**src/rtl/hack_pkg.sv**
```systemverilog
`default_nettype none
// ============================================================================
// Module      : hack_pkg
// Description : State encoding, instruction field positions and ALU control
//               bit indices shared by the Hack CPU control unit.
// Revision    : 1.0 - initial release
// ============================================================================
package hack_pkg;

    localparam int         c_STATE_W    = 2;
    localparam logic [1:0] c_S_FETCH    = 2'd0;
    localparam logic [1:0] c_S_DECODE   = 2'd1;
    localparam logic [1:0] c_S_MEM_WAIT = 2'd2;
    localparam logic [1:0] c_S_EXEC     = 2'd3;

    localparam int c_C_BIT   = 15;
    localparam int c_A_BIT   = 12;
    localparam int c_COMP_HI = 11;
    localparam int c_COMP_LO = 6;
    localparam int c_DEST_HI = 5;
    localparam int c_DEST_LO = 3;
    localparam int c_JUMP_HI = 2;
    localparam int c_JUMP_LO = 0;

    localparam int c_D1_BIT = 5;
    localparam int c_D2_BIT = 4;
    localparam int c_D3_BIT = 3;

    localparam int c_J_LT_BIT = 2;
    localparam int c_J_EQ_BIT = 1;
    localparam int c_J_GT_BIT = 0;

    localparam int c_ALU_ZX = 5;
    localparam int c_ALU_NX = 4;
    localparam int c_ALU_ZY = 3;
    localparam int c_ALU_NY = 2;
    localparam int c_ALU_F  = 1;
    localparam int c_ALU_NO = 0;

    function automatic logic [5:0] comp_field(input logic [15:0] ir);
        return ir[c_COMP_HI:c_COMP_LO];
    endfunction

endpackage
`default_nettype wire

```
**src/rtl/hack_jump_eval.sv**
```systemverilog
`default_nettype none
// ============================================================================
// Module      : hack_jump_eval
// Description : Combinational jump decision from the ALU result and j1..j3.
// Revision    : 1.0 - initial release
// ============================================================================
module hack_jump_eval
    import hack_pkg::*;
(
    input  logic [15:0] alu_out,
    input  logic [2:0]  jump_bits,
    output logic        jump
);

    logic w_zr;
    logic w_ng;

    assign w_zr = (alu_out == 16'h0000);
    assign w_ng = alu_out[15];

    assign jump = (jump_bits[c_J_LT_BIT] & w_ng)
                | (jump_bits[c_J_EQ_BIT] & w_zr)
                | (jump_bits[c_J_GT_BIT] & ~w_ng & ~w_zr);

endmodule
`default_nettype wire

```
**src/rtl/hack_control_unit.sv**
```systemverilog
`default_nettype none
// ============================================================================
// Module      : hack_control_unit
// Description : Multi-cycle Hack CPU sequencer owning A, D, IR and PC; drives
//               the external ALU and handshakes with instruction ROM / RAM.
// Revision    : 1.0 - initial release
// ============================================================================
module hack_control_unit
    import hack_pkg::*;
#(
    parameter int RESET_PC = 0,
    parameter int ADDR_W   = 15
) (
    input  logic              clk,
    input  logic              rst,
    output logic [ADDR_W-1:0] pc,
    output logic              instr_req,
    input  logic [15:0]       instr,
    input  logic              instr_valid,
    output logic [ADDR_W-1:0] mem_addr,
    output logic              mem_re,
    input  logic [15:0]       mem_rdata,
    input  logic              mem_rvalid,
    output logic              mem_we,
    output logic [15:0]       mem_wdata,
    output logic [15:0]       alu_x,
    output logic [15:0]       alu_y,
    output logic [5:0]        alu_signal,
    input  logic [15:0]       alu_out,
    output logic              instr_done
);

    logic [c_STATE_W-1:0] r_state;
    logic [c_STATE_W-1:0] w_next_state;
    logic [ADDR_W-1:0]    r_pc;
    logic [ADDR_W-1:0]    w_pc_inc;
    logic [15:0]          r_a;
    logic [15:0]          r_d;
    logic [15:0]          r_ir;
    logic [15:0]          r_m;
    logic                 w_jump;

    assign w_pc_inc = r_pc + ADDR_W'(1);

    hack_jump_eval u_jump_eval (
        .alu_out   (alu_out),
        .jump_bits (r_ir[c_JUMP_HI:c_JUMP_LO]),
        .jump      (w_jump)
    );

    always_ff @(posedge clk or posedge rst) begin
        if (rst) begin
            r_state <= c_S_FETCH;
        end else begin
            r_state <= w_next_state;
        end
    end

    always_comb begin
        w_next_state = r_state;
        case (r_state)
            c_S_FETCH:    if (instr_valid) w_next_state = c_S_DECODE;
            c_S_DECODE: begin
                if (!r_ir[c_C_BIT])      w_next_state = c_S_FETCH;
                else if (r_ir[c_A_BIT])  w_next_state = c_S_MEM_WAIT;
                else                     w_next_state = c_S_EXEC;
            end
            c_S_MEM_WAIT: if (mem_rvalid) w_next_state = c_S_EXEC;
            c_S_EXEC:     w_next_state = c_S_FETCH;
            default:      w_next_state = c_S_FETCH;
        endcase
    end

    always_comb begin
        instr_req  = 1'b0;
        mem_re     = 1'b0;
        mem_we     = 1'b0;
        instr_done = 1'b0;
        case (r_state)
            c_S_FETCH:    instr_req  = 1'b1;
            c_S_DECODE:   instr_done = ~r_ir[c_C_BIT];
            c_S_MEM_WAIT: mem_re     = 1'b1;
            c_S_EXEC: begin
                mem_we     = r_ir[c_D3_BIT];
                instr_done = 1'b1;
            end
            default: ;
        endcase
    end

    // Jump target and write address both come from the pre-update A.
    always_ff @(posedge clk or posedge rst) begin
        if (rst) begin
            r_pc <= ADDR_W'(RESET_PC);
            r_a  <= 16'h0000;
            r_d  <= 16'h0000;
            r_ir <= 16'h0000;
            r_m  <= 16'h0000;
        end else begin
            case (r_state)
                c_S_FETCH: begin
                    if (instr_valid) r_ir <= instr;
                end
                c_S_DECODE: begin
                    if (!r_ir[c_C_BIT]) begin
                        r_a  <= {1'b0, r_ir[14:0]};
                        r_pc <= w_pc_inc;
                    end
                end
                c_S_MEM_WAIT: begin
                    if (mem_rvalid) r_m <= mem_rdata;
                end
                c_S_EXEC: begin
                    if (r_ir[c_D1_BIT]) r_a <= alu_out;
                    if (r_ir[c_D2_BIT]) r_d <= alu_out;
                    r_pc <= w_jump ? r_a[ADDR_W-1:0] : w_pc_inc;
                end
                default: ;
            endcase
        end
    end

    assign pc         = r_pc;
    assign mem_addr   = r_a[ADDR_W-1:0];
    assign mem_wdata  = alu_out;
    assign alu_x      = r_d;
    assign alu_y      = r_ir[c_A_BIT] ? r_m : r_a;
    assign alu_signal = comp_field(r_ir);

endmodule
`default_nettype wire
```
**config.mk**
```make
export PLATFORM = sky130hd
export DESIGN_NAME = hack_control_unit
export DESIGN_NICKNAME = d
export VERILOG_FILES = /design/src/rtl/hack_pkg.sv /design/src/rtl/hack_jump_eval.sv /design/src/rtl/hack_control_unit.sv
export SDC_FILE = /design/constraint.sdc
export NUM_CORES = 1
export LEC_CHECK = 0
export CAP_MARGIN = 10
export CORE_MARGIN = 4
export CORE_UTILIZATION = 41
export DETAILED_ROUTE_END_ITERATION = 12
export GPL_TIMING_DRIVEN = 0
export HOLD_SLACK_MARGIN = 0.08
export PLACE_DENSITY = 0.74
export SYNTH_ARGS = -nofsm -noshare
export SYNTH_HDL_FRONTEND = slang
export SYNTH_SLANG_ARGS = --single-unit
```
**constraint.sdc**
```tcl
create_clock -name clk -period 2.81 [get_ports clk]
set_input_delay 0.7025 -clock clk [delete_from_list [all_inputs] [get_ports clk]]
set_output_delay 0.7025 -clock clk [all_outputs]
set_load 0.1 [all_outputs]
```
Word-level counts from Yosys, hierarchy flattened --
Cells that the tools add are included.
Operators by class: add/subtract/negate cells 1, multiply operators 0, div/mod/pow operators 0, magnitude comparators 0, equality and inequality tests 7, shifts and indexed selects 0, multiplexer cells 16, bitwise logic cells 9, reduce and logical (&&, ||, !) cells 9
Operators by type and width (number):
- $mux W16 | 3
- $pmux W16 S2 | 1
- $mux W15 | 2
- $pmux W15 S2 | 1
- $logic_not A16 Y1 | 1
- $add A15 B1 Y15 const B | 1
- $reduce_and A2 Y1 | 5
- $ne A2 B2 Y1 const B | 4
- $pmux W2 S4 | 1
- $mux W2 | 3
- $and A1 B1 Y1 | 4
- $eq A2 B2 Y1 const B | 2
- $mux W1 | 4
- $not A1 Y1 | 3
- $reduce_and A3 Y1 | 1
- $eq A2 B1 Y1 const B | 1
- $logic_not A2 Y1 | 1
- $or A1 B1 Y1 | 2
- $pmux W1 S2 | 1
- $reduce_bool A2 Y1 | 1
Word-level totals: register bits after elaboration 81, bits in latches 0, memory bits (writable) 0, ROM bits 0, output and inout port bits 88, logic and storage cells 48, memories 0

Depth between registers and ports, before layout --
depth after elaboration 6, depth in mapped cells 8, gate-level depth less buffers 6

Cells and area by module --
From an unflattened synthesis, not the netlist that was laid out.
Unflattened totals: cell total of the unflattened synthesis 359, area, all modules 4144.0 µm²
By module, submodules not included:
- hack_control_unit | times used 1, cells an instance 351, area an instance 4075.2 µm²
- hack_jump_eval | times used 1, cells an instance 8, area an instance 68.8 µm²

Least setup slack after synthesis --
OpenSTA, ideal clock, no wires.
kind register to output, start point reg r_ir[12], end point out alu_y[10], arrival time 2.721 ns, path slack -0.613 ns, cell stages (with the launch flop) 3, path buffers 1, cells stage by stage dfrtp_1 > clkbuf_1 > o21ai_0
On the way: word-level cells in the longest chain between the ends 1
RTL lines:
- from (decl) | RTL line hack_control_unit.sv:39 | logic [15:0] r_ir;
- from (signal assigned) | RTL line hack_control_unit.sv:102 | if (instr_valid) r_ir <= instr;
- $mux W16 | RTL line hack_control_unit.sv:127 | assign alu_y = r_ir[c_A_BIT] ? r_m : r_a;
- to (decl) | RTL line hack_control_unit.sv:27 | output logic [15:0] alu_y,
No other way between the ends.

Worst setup path in the final report --
start point reg r_a[13], end point out mem_addr[13]
RTL lines:
- from (decl) | RTL line hack_control_unit.sv:37 | logic [15:0] r_a;
- from (signal assigned) | RTL line hack_control_unit.sv:106 | r_a <= {1'b0, r_ir[14:0]};
- from (signal assigned) | RTL line hack_control_unit.sv:114 | if (r_ir[c_D1_BIT]) r_a <= alu_out;
- to (decl) | RTL line hack_control_unit.sv:20 | output logic [ADDR_W-1:0] mem_addr,
No word-level cell between the ends.

==> impl_metrics.csv <==
group,metric,value,unit
critical_path,worstPathRequired,2110,ps
floorplanning,core,9770,um2
detailed_routing,drtAntennaViolNets,0,
detailed_routing,drtIter0Drc,175,
placement,place_congestion,0.845,
floorplanning,start_util,42.2,%
outcome,status,"finished clean",
grt,antenna_found_initial,0,
synth,yosysSeqAreaShare,49.1,%
timing,relSlewSlack,31.8,%
critical_path,cp_max_fo,4,
timing,finalSetupViolations,0,
synth,syn-num-nets,427,
floorplanning,dieArea,11700,um2
floorplanning,rows,36,
layout,nNetsFinal,581,
detailed_routing,viasPerCell,5.15,
synth,synth_xor_xnor_area_share,0.636,%
cts,postCtsHoldBufs,0,
grt,grt_first_pass_wirelength,18600,um
grt,grt_usage,20.4,%
flow_run,maxCapViolCount,0,
synth,synthesis.area,4130,um2
synth,yosys.area_share.simple,10.3,%
synth,ys_seq_elements,81,
cts,cts_tree,"built",
layout,final_common_cell,"clkdlybuf4s50_1",
layout,stdcell_area,6000,um2
timing,max_freq,0.362,GHz
grt,grt_max_degree,59,
timing,fin_crit,2770,ps
cts,numCtsBuffers,9,
timing,worst_slew_pin_slew,1020,ps
synth,synth_top_family_by_area,"multiplexers",
layout,drive_gt1_share,30.8,%
detailed_routing,drt_first_pass_iters,4,
synth,synth_fa_ha_area_share,0.303,%
placement,numPortBuffers,139,
cts,h-tree-depth,3,
synth,ys.flop_type,"dfrtp_1",
synth,synth.distinct_cells,42,
timing,period_share,98.4,%
synth,synth_edf_count,0,
critical_path,start_kind,"flip-flop",
detailed_routing,routed-via-count,3432,
floorplanning,io_pins,140,
synth,muxShareOfSynthArea,20.9,%
synth,yosysWarningCount,0,
synth,async_reset_ff_share,100,%
floorplanning,fp.dieW,108,um
cts,cts_max_path_buffers,2,
timing,rsz0062_at_grt,"false",
layout,final_cell_mix,"101 x clkdlybuf4s50_1, 81 x dfrtp_1, 61 x mux2_2",
timing,skew,11.0,ps
layout,area_growth_syn_to_layout,45.3,%
cts,cts.clk_slew.worst_paths,90,ps
critical_path,r2r_setup_slack,720,ps
critical_path,crit_type,"reg2out",
cts,cts_sinks,81,
critical_path,worstPathArrival,2060,ps
floorplanning,dieHeight,108,um
synth,syn-mean-instance-area,11.0,um2
synth,synth_cells,374,
worst_hold_path,hold_class,"reg2reg",
grt,grt-ovfl-total,0,
grt,grt_pass1_vias,3634,
timing,slew_viol_final,0,
layout,diodes,0,
placement,placed_area,5720,um2
placement,dp_hpwl,8830,um
detailed_routing,wl,11800,um
cts,worst_skew_pair.late_latency,350,ps
critical_path,end_kind,"output port",
timing,hold_viol,0,
detailed_routing,drc_errors,0,
cts,cts_root_buffer,"clkbuf_8",
detailed_routing,post_drt_wl_per_cell,17.7,um
synth,synth_compound_area_share,9.33,%
cell usage after synthesis, drive strengths merged (2+ instances only):
cell type | number | area share [%]
dfrtp | 81 | 49
and4 | 2 | 0.42
o311ai | 4 | 0.85
xnor2 | 3 | 0.64
and3 | 5 | 0.76
nor4 | 8 | 1.2
o22ai | 8 | 1.2
o221ai | 2 | 0.42
nor3 | 7 | 0.85
o21ai | 10 | 1.2
clkbuf | 13 | 1.2
nand2 | 27 | 2.5
inv | 8 | 0.73
a21oi | 19 | 2.4
o211ai | 9 | 1.6
mux2 | 62 | 17
buf | 43 | 7.5
mux2i | 16 | 3.9
and2 | 4 | 0.61
nor2 | 19 | 1.7
nand4 | 3 | 0.45
nand3 | 7 | 0.85
repair_timing:
item,CTS,global route
resized for setup,108,3
setup buffers,0,4
setup endpoints to repair,37,3
gates cloned,0,0
hold endpoints to repair,0,0
pin swaps,0,0
cells by family after synthesis:
kind of cell,after synthesis
simple gates,87
flops,81
mux,78
buf+inv,64
compound gates,60
xor+xnor,3
fa+ha+maj,1
area by class of cell:
cell class / instances / area [um2]
Timing Repair Buffer: 144 / 1480
Clock inverter: 5 / 62.6
Tap cell: 133 / 166
Inverter: 8 / 36.3
Multi-Input combinational cell: 229 / 1720
Fill cell: 806 / 3770
Sequential cell: 81 / 2030
Buffer: 55 / 360
Clock buffer: 11 / 151
through the flow:
stage	TNS [ps]	util, %	hold WS (ps)	instances	setup slack, ps
floorplan	-1840	-	474	374	-613
finish	0	61.4	508	666	44.4
global placement	-118680	58.2	483	646	-1330
global route	0	61.4	523	666	4.23
detailed placement	-11880	58.5	493	647	-806
CTS	0	61.0	512	662	16.4
per-layer routing:
metal | global-route usage [%] | vias to the layer above | wire [um]
li1 | - | 1612 | -
met1 | 25.0 | 1678 | 4770
met2 | 34.9 | 130 | 5930
met3 | 6.57 | 12 | 936
met4 | 5.05 | 0 | 112
met5 | 0 | - | 0
critical path, cell delays in order, from the launching register on:
cell and delay (ps):
dfrtp_1 460, buf_4 140, clkdlybuf4s50_1 1120
flip-flops by register name (all words and copies together) (netlist names), named ones only:
signal   cells
alu_x       16
r_a         16
r_ir        16
r_m         16
pc          15
r_state      1
worst paths after layout:
kind,from,to,cells after the start
min reg2reg,r_m[12],r_m[12],1
max,r_a[13],mem_addr[13],2
max reg2reg,flip-flop,pc[12],9
max in group asynchronous,rst,pc[4],3
min,r_m[12],r_m[12],1
min in group asynchronous,rst,r_ir[8],2
Power is not shown: default switching activity piles up to over one toggle a cycle in this logic, so the estimate is an artifact.
